--- config.mk ---
export PLATFORM = sky130hd
export DESIGN_NAME = debounce_filter_flat
export DESIGN_NICKNAME = d
export VERILOG_FILES = /design/src/rtl/debounce_filter_pkg.sv /design/src/rtl/debounce_filter_if.sv /design/src/rtl/debounce_filter.sv /design/src/flat_wrapper.sv
export SDC_FILE = /design/constraint.sdc
export NUM_CORES = 1
export LEC_CHECK = 0
export CORE_ASPECT_RATIO = 1.25
export CORE_MARGIN = 2
export CORE_UTILIZATION = 45
export CTS_BUF_LIST = sky130_fd_sc_hd__clkbuf_4
export CTS_CLUSTER_SIZE = 16
export DETAILED_ROUTE_END_ITERATION = 16
export GPL_ROUTABILITY_DRIVEN = 1
export HOLD_SLACK_MARGIN = 0.03
export PLACE_DENSITY = 0.73
export SYNTH_ARGS = -nofsm -noshare
export SYNTH_HDL_FRONTEND = slang
export SYNTH_SLANG_ARGS = --single-unit
--- constraint.sdc ---
create_clock -name clk -period 2.15 [get_ports clk]
set_input_delay 0.3225 -clock clk [delete_from_list [all_inputs] [get_ports clk]]
set_output_delay 0.3225 -clock clk [all_outputs]
set_load 0.01 [all_outputs]
--- src/rtl/debounce_filter_pkg.sv ---
// Shared types and defaults for the debounce filter.
package debounce_filter_pkg;

   // Filter FSM: two settled levels, each with a qualification state
   // that leads to the opposite level.
   typedef enum logic [1:0] {
      STABLE_LO = 2'd0,
      CHECK_HI  = 2'd1,
      STABLE_HI = 2'd2,
      CHECK_LO  = 2'd3
   } deb_state_t;

   localparam int DEB_CNT_W_DEFAULT = 16;

endpackage

--- src/rtl/debounce_filter_if.sv ---
// Signal bundle between control logic and the debounce filter.
// The master side drives the sampled level and enable.
// The slave side (the filter) returns the clean level, the edge pulses and busy.
interface debounce_filter_if;

   logic din;
   logic en;
   logic dout;
   logic rise;
   logic fall;
   logic busy;

   modport master (
      output din,
      output en,
      input  dout,
      input  rise,
      input  fall,
      input  busy
   );

   modport slave (
      input  din,
      input  en,
      output dout,
      output rise,
      output fall,
      output busy
   );

endinterface

--- src/rtl/debounce_filter.sv ---
// Glitch filter and edge detector for slow external inputs.
// A new level is accepted only after din has held it for STABLE_CYCLES clocks
// following first detection. All outputs are registered.
// Optional feature macro: DEBOUNCE_EDGE_EN builds the rise/fall pulse flops.
// When the macro is undefined, rise/fall are tied to 0.
module debounce_filter
   import debounce_filter_pkg::*;
#(
   parameter int CNT_W         = DEB_CNT_W_DEFAULT,
   parameter int STABLE_CYCLES = 1000
) (
   input  logic              clk,
   input  logic              rst_n,
   debounce_filter_if.slave  bus
);

   localparam longint CNT_MAX = (longint'(1) << CNT_W) - longint'(1);
   localparam logic [CNT_W-1:0] CNT_LAST = CNT_W'(STABLE_CYCLES - 1);

   generate
      if ((STABLE_CYCLES < 1) || (longint'(STABLE_CYCLES) > CNT_MAX)) begin : g_bad_cfg
         $error("debounce_filter: STABLE_CYCLES=%0d outside 1..2**CNT_W-1 (CNT_W=%0d)",
                STABLE_CYCLES, CNT_W);
      end
   endgenerate

   deb_state_t       state_q, state_d;
   logic [CNT_W-1:0] cnt_q, cnt_d;
   logic             commit_hi, commit_lo;
   logic             dout_q;
   logic             busy_q;

   // Next-state, counter and commit decode. An abort (en low or din back at
   // the old level) is tested before the final count, so it always wins.
   always_comb begin
      state_d   = state_q;
      cnt_d     = cnt_q;
      commit_hi = 1'b0;
      commit_lo = 1'b0;
      case (state_q)
         STABLE_LO: begin
            if (bus.en && bus.din) begin
               state_d = CHECK_HI;
               cnt_d   = '0;
            end
         end
         CHECK_HI: begin
            if (!bus.en || !bus.din) begin
               state_d = STABLE_LO;
               cnt_d   = '0;
            end else if (cnt_q == CNT_LAST) begin
               state_d   = STABLE_HI;
               cnt_d     = '0;
               commit_hi = 1'b1;
            end else begin
               cnt_d = cnt_q + CNT_W'(1);
            end
         end
         STABLE_HI: begin
            if (bus.en && !bus.din) begin
               state_d = CHECK_LO;
               cnt_d   = '0;
            end
         end
         CHECK_LO: begin
            if (!bus.en || bus.din) begin
               state_d = STABLE_HI;
               cnt_d   = '0;
            end else if (cnt_q == CNT_LAST) begin
               state_d   = STABLE_LO;
               cnt_d     = '0;
               commit_lo = 1'b1;
            end else begin
               cnt_d = cnt_q + CNT_W'(1);
            end
         end
         default: begin
            state_d = STABLE_LO;
            cnt_d   = '0;
         end
      endcase
   end

   // State, counter, busy and debounced level registers; reset drops any pending check.
   always_ff @(posedge clk or negedge rst_n) begin
      if (!rst_n) begin
         state_q <= STABLE_LO;
         cnt_q   <= '0;
         busy_q  <= 1'b0;
         dout_q  <= 1'b0;
      end else begin
         state_q <= state_d;
         cnt_q   <= cnt_d;
         busy_q  <= (state_d == CHECK_HI) || (state_d == CHECK_LO);
         if (commit_hi) begin
            dout_q <= 1'b1;
         end else if (commit_lo) begin
            dout_q <= 1'b0;
         end
      end
   end

   assign bus.dout = dout_q;
   assign bus.busy = busy_q;

`ifdef DEBOUNCE_EDGE_EN
   logic rise_q, fall_q;

   // One-cycle edge pulses, coincident with the dout change.
   always_ff @(posedge clk or negedge rst_n) begin
      if (!rst_n) begin
         rise_q <= 1'b0;
         fall_q <= 1'b0;
      end else begin
         rise_q <= commit_hi;
         fall_q <= commit_lo;
      end
   end

   assign bus.rise = rise_q;
   assign bus.fall = fall_q;
`else
   assign bus.rise = 1'b0;
   assign bus.fall = 1'b0;
`endif

endmodule

--- src/flat_wrapper.sv ---
// flat-port wrapper written by rule: the top's interface ports become plain ports
module debounce_filter_flat import debounce_filter_pkg::*;
#(
   parameter int CNT_W         = DEB_CNT_W_DEFAULT,
   parameter int STABLE_CYCLES = 1000
)
  (clk, rst_n, bus_din, bus_en, bus_dout, bus_rise, bus_fall, bus_busy);
  debounce_filter_if bus_i ();
  input  logic clk;
  input  logic rst_n;
  input wire logic [$bits(bus_i.din)-1:0] bus_din;
  input wire logic [$bits(bus_i.en)-1:0] bus_en;
  output wire logic [$bits(bus_i.dout)-1:0] bus_dout;
  output wire logic [$bits(bus_i.rise)-1:0] bus_rise;
  output wire logic [$bits(bus_i.fall)-1:0] bus_fall;
  output wire logic [$bits(bus_i.busy)-1:0] bus_busy;
  assign bus_i.din = bus_din;
  assign bus_i.en = bus_en;
  assign bus_dout = bus_i.dout;
  assign bus_rise = bus_i.rise;
  assign bus_fall = bus_i.fall;
  assign bus_busy = bus_i.busy;
  debounce_filter #(.CNT_W(CNT_W), .STABLE_CYCLES(STABLE_CYCLES)) u_core (.clk(clk), .rst_n(rst_n), .bus(bus_i));
endmodule
==> Word-level counts from Yosys, hierarchy flattened <==
Cells that the tools add are included.
{ "op_classes": {"n_addsub": 1, "multipliers": 0, "div": 0, "magnitude_cmp": 0, "n_eq_ne": 8, "shift": 0, "mux": 20, "bitwise_logic": 0, "reduce_logical": 10} }
{ "ops": {"columns": ["op", "n"], "rows": [
  ["two-way mux 16 bit", 5],
  ["one-hot mux 16 bit (4 select lines)", 1],
  ["adder 16 x 1 -> 16 bit (second input constant)", 1],
  ["equality test 16 x 10 -> 1 bit (second input constant)", 1],
  ["two-way mux 2 bit", 6],
  ["one-hot mux 2 bit (4 select lines)", 1],
  ["two-way mux 1 bit", 7],
  ["equality test 2 bit (second input constant)", 3],
  ["equality test 2 x 1 -> 1 bit (second input constant)", 2],
  ["inequality test 2 x 1 -> 1 bit (second input constant)", 2],
  ["logical OR 1 bit", 3],
  ["logical AND 1 bit", 2],
  ["zero test 1 bit", 2],
  ["zero test 2 bit", 1],
  ["AND reduction 2 bit", 1],
  ["nonzero test 2 bit", 1]
]} }
{ "word_totals": {"regBits": 20, "latchBits": 0, "ramBits": 0, "mem_bits_ro": 0, "in_bits": 4, "memories": 0} }

==> Depth between registers and ports, before layout <==
Gate-level depths: netlist of the first run.
{ "depth": {"depth_word": 6, "depth_mapped": 6, "ltp_nobuf": 5} }

==> Least setup slack after synthesis of the first run <==
OpenSTA, ideal clock, no wires.
{ "synth_timing": {"kind": "flip-flop to flip-flop", "start": "register u_core.cnt_q[0]", "end": "register u_core.cnt_q[11]", "setup_ns": 0.130, "arrival_ns": 1.644, "required_time_ns": 2.020, "setup_slack_ns": 0.377, "stages_incl_launch_ff": 7, "n_path_buf": 1, "synth_period_minus_slack_ns": 1.773, "cell_sequence": "dfrtp_1 > ha_1 > nor4bb_1 > nand4_1 > a21oi_1 > buf_4 > a21oi_1"} }
{ "synth_between": {"elab_chain_cells": 4} }
{ "synth_lines": {"columns": ["element", "line_no", "source"], "rows": [
  ["start, declared", "debounce_filter.sv:28", "logic [CNT_W-1:0] cnt_q, cnt_d;"],
  ["start signal, assigned", "debounce_filter.sv:93", "cnt_q <= cnt_d;"],
  ["adder 16 x 1 -> 16 bit / equality test 16 x 10 -> 1 bit (equally long branches)", null, null],
  ["two-way mux 16 bit *", "debounce_filter.sv:51, debounce_filter.sv:69", null],
  ["two-way mux 16 bit (on tied branches)", "debounce_filter.sv:66, debounce_filter.sv:48", null],
  ["one-hot mux 16 bit (4 select lines) *", "debounce_filter.sv:40", "case (state_q)"]
]} }
Mark *: on every way between the ends. The rest lies on a longest branch, timed or not.
A chain may end at the register's enable or synchronous reset.

==> Worst setup path after layout of the first run <==
{ "layout_timing": {"start": "register u_core.cnt_q[0]", "end": "register u_core.cnt_q[6]"} }
The elaborated chain is that of the path after synthesis.

==> results by group, run 1 <==
Run status
  – Status: finished, final reports clean

Synthesis
  – Yosys cell types: 33
  – Seq/Total Area, Yosys: 44.2%
  – Cell Area, Synth: 1070 µm²
  – Avg Cell Area, Syn: 9.43 µm²
  – Synth area leader: dfrtp_1
  – Post-synth EDFFs: 0
  – Ys async rst share: 100%
  – Most frequent cells after synthesis: 19 x dfrtp_1, 11 x a21oi_1, 10 x nand2_1
  – Largest cells by area after synthesis: dfrtp_1 44%, o31ai_1 5.6%, a21oi_1 5.1%, or4_1 4.2%, nand3_1 3.7%
  – Synth Register Bits: 19
  – Ys Warns: 0
  – Mapped Cells: 114
  – Most common cell in the netlist: dfrtp_1
  – Yosys top cell area share: 44.2%
  – Top_reg_cell synth: dfrtp_1

Worst setup path
  – CP Data Arrival Time: 2.05 ns
  – CP startpoint kind: register
  – Crit-path max cell delay: 0.41 ns
  – Most frequent CP cell: a21oi_1
  – Crit path required time: 2.33 ns
  – Crit-path slowest cell: dfrtp_1
  – Crit path max fanout: 13
  – CP endpoint kind: register
  – WP buf/inv: 1
  – Crit Path Category: reg -> reg
  – CP top delay family: simple AND/OR/NAND/NOR gates
  – Cell Chain, Critical Path: ha_1 > nor4bb_1 > nand4_1 > a21oi_1 > buf_4 > a21oi_1

Routing
  – Via count: 935
  – Post-DR vias/cell: 5.96
  – Iteration-0 DRC Markers: 40
  – Drc violations: 0
  – DR pass1 iterations: 4
  – Mean routed wirelength per cell: 14.5 µm
  – Post-DRT Antenna Nets: 0
  – Drt total wl: 2280 µm

Placed design
  – Final estimated routing congestion in global placement: 0.795
  – Post-DP HPWL: 1640 µm
  – Placed cell count: 153
  – DP Worst Slack: 0.0870 ns
  – Port Buffers: 5

CTS
  – # clock sinks: 19
  – CTS Buf Count: 3
  – CTS clk-pin slew, worst paths: 0.11 ns
  – Clk_lat worst skew: 0.30 ns
  – CTS root buf: clkbuf_4
  – CTS resizes: 0
  – CTS tree: built
  – Setup Buffers After CTS: 0
  – Hold-fix buffers at CTS: 0
  – Clk buf depth: 2
  – H-tree levels: 1

Hold path
  – Worst min path class: in -> async

Global routing
  – Pin count of the biggest net entering global routing: 20
  – Vias in the first global route: 911
  – Initial antenna violation count: 0
  – Total gr overflow: 0
  – First-pass GRT wire length: 3950 µm
  – Aggregate global-route resource usage: 19.7%

Layout
  – Register area: 475 µm²
  – Finished Layout Cells: 157
  – Area grow syn2layout: 14.2%
  – Fill cell count: 211
  – Final nets: 132
  – Ratio of cells with drive above 1 in the final layout: 12.7%
  – Multi-input logic area: 546 µm²
  – ANT cells: 0

STA
  – Setup skew after layout: 0.00411 ns
  – Tmin final: 1.87 ns
  – Unrepaired setup endpoints after global routing: no
  – Slew Limit Fails: 0
  – PnR worst setup slack: 0.280 ns
  – Setup TNS: 0 ns
  – Final worst-path cycle share: 87.0%
  – Final setup fails: 0
  – Hold Vio Cnt, Final: 0
  – Fmax: 535 MHz

Floorplan
  – Row count: 19
  – Ports: 8
  – Die Ht: 58.6 µm
  – Width of the die: 47.7 µm
  – Core Area: 2230 µm²
  – Die Area: 2800 µm²
  – Initial core utilization: 48.1%

Power and ir drop
  – Maximum VDD drop: 0.380 mV
  – Leakage Power: 0.475 nW
  – Power Density: 498 nW/µm²

Run
  – Max_cap viols: 0
==> cell families after synthesis <==
logic type | after synthesis | synth area share, %
AND/OR/NAND/NOR | 44 | 24.6
AO/OA/AOI/OAI | 34 | 20.3
flip-flops | 19 | 44.2
buffers and inverters | 10 | 5.35
XOR/XNOR | 5 | 4.08
adder cells (fa/ha/maj) | 1 | 1.16
other | 1 | 0.349
==> final timing paths <==
| path | from | endpoint | slack (ns) | cells after the start |
|---|---|---|---|---|
| hold / removal | rst_n | u_core.cnt_q[13]$_DFFE_PN0P_ | 0.35 | 2 |
| max in group asynchronous | rst_n | u_core.cnt_q[9]$_DFFE_PN0P_ | 1.59 | 2 |
| hold reg to reg | u_core.cnt_q[1]$_DFFE_PN0P_ | u_core.cnt_q[1]$_DFFE_PN0P_ | 0.54 | 1 |
| setup reg to reg | u_core.cnt_q[0]$_DFFE_PN0P_ | u_core.cnt_q[6]$_DFFE_PN0P_ | 0.28 | 6 |
| min in group clk | u_core.cnt_q[1]$_DFFE_PN0P_ | u_core.cnt_q[1]$_DFFE_PN0P_ | 0.54 | 1 |
| setup / recovery | u_core.cnt_q[0]$_DFFE_PN0P_ | u_core.cnt_q[6]$_DFFE_PN0P_ | 0.28 | 6 |
==> state kept, by name (all words and copies together) (netlist names) <==
signal / cells
u_core.state_q: 2
u_core.cnt_q: 16
u_core.bus.dout: 1
==> report_power, final <==
part	switching (mW)	total, mW	internal [mW]	leakage [nW]
registers	0.00381	0.364	0.360	0.264
logic	0.0315	0.0534	0.0219	0.192
clock network	0.110	0.195	0.0849	0.0184
total	0.145	0.612	0.467	0.475
==> placed cells by master, fill, tap and decap left out <==
master            n
a211oi_1          2
a21o_1            1
a21oi_1          11
a21oi_2           2
a32o_1            1
and3_1            3
and4_1            2
buf_12            1
buf_4             7
clkbuf_4          4
clkdlybuf4s50_1   5
conb_1            2
dfrtp_1          19
ha_1              1
inv_1             4
nand2_1          10
nand3_1           8
nand3b_1          1
nand4_1           3
nand4b_1          1
nor2_1            3
nor3_1            1
nor4b_1           1
nor4bb_1          1
o2111ai_1         1
o21ai_0           7
o311ai_0          1
o31ai_1           8
or3_1             2
or4_1             6
or4_4             2
xnor2_1           3
xor2_1            2
==> layer usage <==
metal	share of wire (%)	GRT usage, %	wire (µm)	vias to the layer above
li1	-	-	-	455
met1	43	26.3	972	438
met2	51	30.9	1150	40
met3	5.3	1.84	121	2
met4	1.4	10.0	32	0
met5	0	0	0	-
==> final cells by class <==
cell class / instances / share of cell area [%]
flip-flops and latches: 19 / 38.7
inverters: 4 / 1.22
well taps: 31 / 3.16
clock buffers: 4 / 2.45
multi-input cells: 86 / 44.4
repair buffers: 13 / 9.99
==> per-stage QoR <==
step / area (µm²) / total power, mW / util, % / hold slack, ns
after floorplan: 1080 / 0.394 / - / 0.0269
after global placement: 1200 / 0.423 / 53.6 / 0.503
after CTS: 1230 / 0.619 / 54.9 / 0.351
after detailed placement: 1200 / 0.424 / 53.6 / 0.521
after global routing: 1230 / 0.631 / 54.9 / 0.387
final: 1230 / 0.612 / 54.9 / 0.354
(Power assumes the default switching activity.)
==> run 2, diff against run 1 <==
PLACE_DENSITY = 0.75   (was 0.73)
clock period = 1.6 ns   (was 2.15 ns; I/O delays follow)
==> results by group, run 2 (synthesis results as in run 1) <==
Worst setup path
  – Crit path max fanout: 6 (-7)
  – Crit-path max cell delay: 0.44 ns (+0.03 ns)
  – Crit-path slowest cell: dfrtp_1
  – Crit path required time: 1.81 ns (-0.52 ns)
  – RR Startpoint: u_core.cnt_q[1]$_DFFE_PN0P_
  – FF-to-FF End: u_core.cnt_q[11]$_DFFE_PN0P_
  – R2r setup slk: 0.002 ns (-0.28 ns)
  – Reg2reg path depth: 6 (unchanged)
  – CP endpoint kind: register
  – CP startpoint kind: register
  – Crit Path Category: reg -> reg
  – Cell Chain, Critical Path: ha_4 > nor4bb_4 > nand4_1 > a21oi_2 > buf_6 > a21oi_1
  – CP Data Arrival Time: 1.80 ns (-0.25 ns)

Floorplan
  – Initial core utilization: 48.1% (unchanged)
  – Ports: 8 (unchanged)
  – Width of the die: 47.7 µm (unchanged)
  – Die Area: 2800 µm² (unchanged)
  – Die Ht: 58.6 µm (unchanged)
  – Row count: 19 (unchanged)
  – Core Area: 2230 µm² (unchanged)

Layout
  – Area grow syn2layout: 37.5%
  – ANT cells: 0 (unchanged)
  – Finished Layout Cells: 178 (+13%)
  – Largest reg by FF count: u_core.cnt_q
  – Most frequent cells in the layout: 27 x buf_4, 16 x dfrtp_1, 9 x nand2_1
  – Max reg flops: 16 (unchanged)
  – Ratio of cells with drive above 1 in the final layout: 38.8% (+26 points)
  – Final nets: 153 (+16%)
  – Commonest non-fill, non-tap cell in the layout: buf_4

Global routing
  – Pin count of the biggest net entering global routing: 20 (unchanged)
  – Aggregate global-route resource usage: 21.7% (+2.0 points)
  – First-pass GRT wire length: 4350 µm (+10%)
  – Total gr overflow: 0 (unchanged)
  – Vias in the first global route: 981 (+7.7%)
  – Initial antenna violation count: 0 (unchanged)

STA
  – Unrepaired setup endpoints after global routing: yes
  – Final worst-path cycle share: 99.9% (+13 points)
  – PnR worst setup slack: 0.00186 ns (-0.278 ns)
  – Setup TNS: 0 ns (unchanged)
  – Fmax: 626 MHz (+17%)
  – Final setup fails: 0 (unchanged)
  – Tmin final: 1.60 ns (-0.272 ns)
  – Slew Limit Fails: 0 (unchanged)
  – Hold Vio Cnt, Final: 0 (unchanged)
  – Setup skew after layout: 0.00596 ns (+0.00185 ns)

Placed design
  – Post-DP HPWL: 1880 µm (+15%)
  – DP Worst Slack: -0.388 ns (-0.475 ns)
  – Final estimated routing congestion in global placement: 0.769 (-3.3%)
  – Port Buffers: 5 (unchanged)
  – Placed cell count: 171 (+12%)

CTS
  – H-tree levels: 1 (unchanged)
  – CTS clk-pin slew, worst paths: 0.12 ns (about the same)
  – CTS Buf Count: 3 (unchanged)
  – Clk buf depth: 2 (unchanged)
  – Hold-fix buffers at CTS: 0 (unchanged)
  – CTS root buf: clkbuf_4
  – # clock sinks: 19 (unchanged)
  – Clk_lat worst skew: 0.31 ns (about the same)
  – CTS tree: built

Routing
  – Iteration-0 DRC Markers: 28 (-30%)
  – Mean routed wirelength per cell: 15.2 µm (+4.8%)
  – DR pass1 iterations: 4 (unchanged)
  – Post-DR vias/cell: 5.79 (-2.8%)
  – Drc violations: 0 (unchanged)
  – Drt total wl: 2710 µm (+19%)
  – Post-DRT Antenna Nets: 0 (unchanged)
  – Via count: 1030 (+10%)

Power and ir drop
  – Clock share of power: 30.8% (-1.0 points)
  – Leakage Power: 0.583 nW (+23%)
  – Design Power: 848 µW (+39%)
  – Maximum VDD drop: 0.574 mV (+51%)
  – Logic pwr share: 11.4% (+2.7 points)
  – Switching Fraction: 26.7% (+3.0 points)
  – Int Pwr: 622 µW (+33%)
  – Power Density: 574 nW/µm² (+15%)
  – Sequential power share: 57.7% (-1.8 points)
  – Sw power: 226 µW (+56%)

Run
  – Max_cap viols: 0 (unchanged)

Hold path
  – Worst min path class: in -> async

Run status
  – Status: finished, final reports clean
## run 2: through the flow
stage / area, µm² / utilization [%] / hold slack (ns)
finish: 1480 / 66.1 / 0.251
global route: 1480 / 66.1 / 0.277
CTS: 1420 / 63.4 / 0.264
detailed placement: 1360 / 60.8 / 0.541
global placement: 1360 / 60.8 / 0.530
floorplan: 1120 / - / -0.0556
## run 2: final cells by class
class / instances / area (µm²)
inverter: 4 / 15.0
sequential: 19 / 479
multi-input combinational: 86 / 644
fill: 190 / 757
clock inverter: 1 / 5.00
timing repair buffer: 34 / 273
clock buffer: 3 / 22.5
tap: 31 / 38.8
## run 2: worst max path at each step
stage,from,to,cells after the start
after global placement,bus_din,u_core.cnt_q[12]$_DFFE_PN0P_,6
final,u_core.cnt_q[1]$_DFFE_PN0P_,u_core.cnt_q[11]$_DFFE_PN0P_,6
after floorplan,u_core.cnt_q[2]$_DFFE_PN0P_,u_core.cnt_q[13]$_DFFE_PN0P_,6
after detailed placement,bus_din,u_core.cnt_q[12]$_DFFE_PN0P_,6
after global routing,u_core.cnt_q[1]$_DFFE_PN0P_,u_core.cnt_q[9]$_DFFE_PN0P_,6
after CTS,u_core.state_q[1]$_DFF_PN0_,u_core.cnt_q[13]$_DFFE_PN0P_,4
## run 2: per-layer routing
layer / part of all wire [%] / vias to the layer above / global-route usage (%)
met5: 0 / - / 0
met4: 3.3 / 0 / 10.8
met3: 4.2 / 9 / 2.76
met2: 51 / 29 / 33.5
met1: 41 / 494 / 29.1
li1: - / 498 / -
## run 2: power by group through the flow
stage / combinational, mW / sequential (mW) / clock [mW]
2_1_floorplan: 0.0354 / 0.499 / 0
3_3_place_gp: 0.0839 / 0.498 / 0
3_5_place_dp: 0.0858 / 0.499 / 0
4_1_cts: 0.0878 / 0.489 / 0.259
5_1_grt: 0.107 / 0.490 / 0.273
6_report: 0.0970 / 0.490 / 0.261
## run 2: worst max-delay path: cells and delay by family (launching register included)
kind                     cells  cell delay (ns)
flip-flops                   1             0.44
AND/OR/NAND/NOR              2             0.43
AO/OA/AOI/OAI                2             0.31
buffers and inverters        1             0.16
adder cells (fa/ha/maj)      1             0.15
## run 2: what timing repair did
item / CTS / global route
gates resized for setup: 10 / 14
pin swaps: 5 / 8
hold endpoints to repair: 0 / 0
setup endpoints to repair: 17 / 17
buffers inserted: 2 / 1
==> run 3, diff against run 2 <==
CTS_CLUSTER_SIZE = unset   (was 16)
PLACE_DENSITY = 0.68   (was 0.75)
==> results by group, run 3 (synthesis results as in run 1) <==
Layout
  – ANT cells: 0 (unchanged)
  – Area grow syn2layout: 41.2%
  – Max reg flops: 16 (unchanged)
  – Post-route cell area: 1520 µm² (+2.7%)
  – Fin util: 67.9% (+1.8 points)
  – Fill cell count: 191 (+0.53%)
  – Final nets: 156 (+2.0%)
  – Register area: 478 µm² (-0.26%)
  – Largest reg by FF count: u_core.cnt_q
  – Ratio of cells with drive above 1 in the final layout: 38.7% (-0.11 points)
  – Finished Layout Cells: 181 (+1.7%)
  – Commonest non-fill, non-tap cell in the layout: buf_4
  – Multi-input logic area: 649 µm² (+0.78%)
  – Most frequent cells in the layout: 27 x buf_4, 17 x dfrtp_1, 10 x nand2_1

Power and ir drop
  – Sw power: 222 µW (-2.1%)
  – Int Pwr: 651 µW (+4.7%)
  – Clock share of power: 31.1% (+0.3 points)
  – Maximum VDD drop: 0.526 mV (-8.3%)
  – Logic pwr share: 12.9% (+1.5 points)
  – Power Density: 575 nW/µm² (+0.16%)
  – Leakage Power: 0.606 nW (+3.8%)
  – Sequential power share: 56.0% (-1.7 points)
  – Switching Fraction: 25.4% (-1.3 points)
  – Design Power: 872 µW (+2.9%)

Worst setup path
  – Crit-path slowest cell: dfrtp_1
  – CP startpoint kind: register
  – RR Startpoint: u_core.cnt_q[0]$_DFFE_PN0P_
  – CP Data Arrival Time: 1.82 ns (+0.02 ns)
  – Crit path max fanout: 6 (unchanged)
  – Reg2reg path depth: 7 (+1)
  – Number of cells on the critical path: 7 (+1)
  – Worst Setup EP: u_core.cnt_q[11]$_DFFE_PN0P_
  – Worst Setup SP: u_core.cnt_q[0]$_DFFE_PN0P_
  – WP buf/inv: 2 (+1)
  – CP endpoint kind: register
  – Crit Path Category: reg -> reg
  – Crit path required time: 1.79 ns (-0.02 ns)
  – Cell Chain, Critical Path: ha_4 > nor4bb_4 > nand4_1 > buf_4 > a21oi_4 > buf_6 > a21oi_1
  – FF-to-FF End: u_core.cnt_q[11]$_DFFE_PN0P_
  – CP top delay family: flip-flops
  – Crit-path max cell delay: 0.44 ns (about the same)
  – R2r setup slk: -0.03 ns (-0.03 ns)

CTS
  – CTS clk-pin slew, worst paths: 0.11 ns (about the same)
  – Clk buf depth: 2 (unchanged)
  – Hold-fix buffers at CTS: 0 (unchanged)
  – CTS Buf Count: 3 (unchanged)
  – # clock sinks: 19 (unchanged)
  – CTS root buf: clkbuf_4
  – Clk_lat worst skew: 0.30 ns (about the same)
  – CTS tree: built
  – H-tree levels: 1 (unchanged)

Floorplan
  – Width of the die: 47.7 µm (unchanged)
  – Core Area: 2230 µm² (unchanged)
  – Die Area: 2800 µm² (unchanged)
  – Die Ht: 58.6 µm (unchanged)
  – Row count: 19 (unchanged)
  – Initial core utilization: 48.1% (unchanged)
  – Ports: 8 (unchanged)

STA
  – Fmax: 614 MHz (-1.8%)
  – PnR worst setup slack: -0.0275 ns (-0.0294 ns)
  – Setup skew after layout: 0.00323 ns (-0.00273 ns)
  – Slew Limit Fails: 0 (unchanged)
  – Unrepaired setup endpoints after global routing: yes
  – Hold Vio Cnt, Final: 0 (unchanged)
  – Final worst-path cycle share: 102% (+1.8 points)
  – Tmin final: 1.63 ns (+0.0294 ns)
  – Final setup fails: 9 (+9)
  – Setup TNS: -0.0702 ns (-0.0702 ns)

Placed design
  – Post-DP HPWL: 1820 µm (-3.1%)
  – Placed Area: 1350 µm² (-0.55%)
  – Port Buffers: 5 (unchanged)
  – Final estimated routing congestion in global placement: 0.835 (+8.6%)
  – Placed cell count: 170 (-0.58%)

Run status
  – Status: finished with violations
  – Failing checks: setup timing

Global routing
  – Initial antenna violation count: 0 (unchanged)
  – Vias in the first global route: 1028 (+4.8%)
  – First-pass GRT wire length: 4490 µm (+3.0%)
  – Aggregate global-route resource usage: 22.4% (+0.76 points)
  – Total gr overflow: 0 (unchanged)
  – Pin count of the biggest net entering global routing: 20 (unchanged)

Routing
  – DR pass1 iterations: 4 (unchanged)
  – Iteration-0 DRC Markers: 28 (unchanged)
  – Post-DR vias/cell: 5.94 (+2.6%)
  – Via count: 1075 (+4.4%)
  – Drt total wl: 2770 µm (+2.2%)
  – Post-DRT Antenna Nets: 0 (unchanged)
  – Drc violations: 0 (unchanged)
  – Mean routed wirelength per cell: 15.3 µm (+0.49%)

Run
  – Max_cap viols: 0 (unchanged)

Hold path
  – Worst min path class: in -> async
-- run 3: area by class of cell --
class                      count  share of cell area [%]
clock buffer                   4                    1.98
sequential                    19                    31.5
multi-input combinational     86                    42.8
tap                           31                    2.56
timing repair buffer          37                    20.2
inverter                       4                   0.989
-- run 3: routing by layer --
layer,share of wire (%),up-vias,global-route usage (%)
li1,-,506,-
met5,0,-,0
met2,51,15,33.7
met4,1.8,0,12.0
met3,2.2,5,3.07
met1,45,549,30.5
-- run 3: worst min-delay path by stage --
stage,cells past startpoint,endpoint,startpoint,slack [ns]
finish,2,u_core.cnt_q[9]$_DFFE_PN0P_,rst_n,0.26
global route,2,u_core.cnt_q[9]$_DFFE_PN0P_,rst_n,0.28
CTS,2,u_core.cnt_q[9]$_DFFE_PN0P_,rst_n,0.26
detailed placement,2,u_core.cnt_q[9]$_DFFE_PN0P_,u_core.cnt_q[9]$_DFFE_PN0P_,0.55
global placement,2,u_core.bus.dout$_DFFE_PN0P_,u_core.bus.dout$_DFFE_PN0P_,0.52
floorplan,0,u_core.bus.dout$_DFFE_PN0P_,rst_n,-0.06
-- run 3: power groups by stage --
| stage | logic, mW | registers, mW | clock network (mW) |
|---|---|---|---|
| global placement | 0.0812 | 0.498 | 0 |
| CTS | 0.0920 | 0.488 | 0.279 |
| floorplan | 0.0354 | 0.499 | 0 |
| global route | 0.123 | 0.489 | 0.308 |
| detailed placement | 0.0831 | 0.498 | 0 |
| finish | 0.112 | 0.489 | 0.272 |
-- run 3: timing repair --
| action | CTS | global route |
|---|---|---|
| pin swaps | 4 | 8 |
| gates resized for setup | 8 | 16 |
| buffers inserted | 3 | 2 |
| setup endpoints to repair | 15 | 16 |
| gates cloned | 0 | 2 |
-- run 3: stage by stage --
step,worst slack (ns),hold slack (ns)
2_1_floorplan,0.0150,-0.0556
3_3_place_gp,-0.364,0.525
3_5_place_dp,-0.397,0.553
4_1_cts,-0.00207,0.263
5_1_grt,-0.101,0.277
6_report,-0.0275,0.261
-- run 3: worst reg2reg max path, delay by kind of cell (launching register included) --
family / cells / cell delay (ns)
compound gates: 2 / 0.23
fa+ha+maj: 1 / 0.16
buf+inv: 2 / 0.34
flops: 1 / 0.44
simple gates: 2 / 0.36
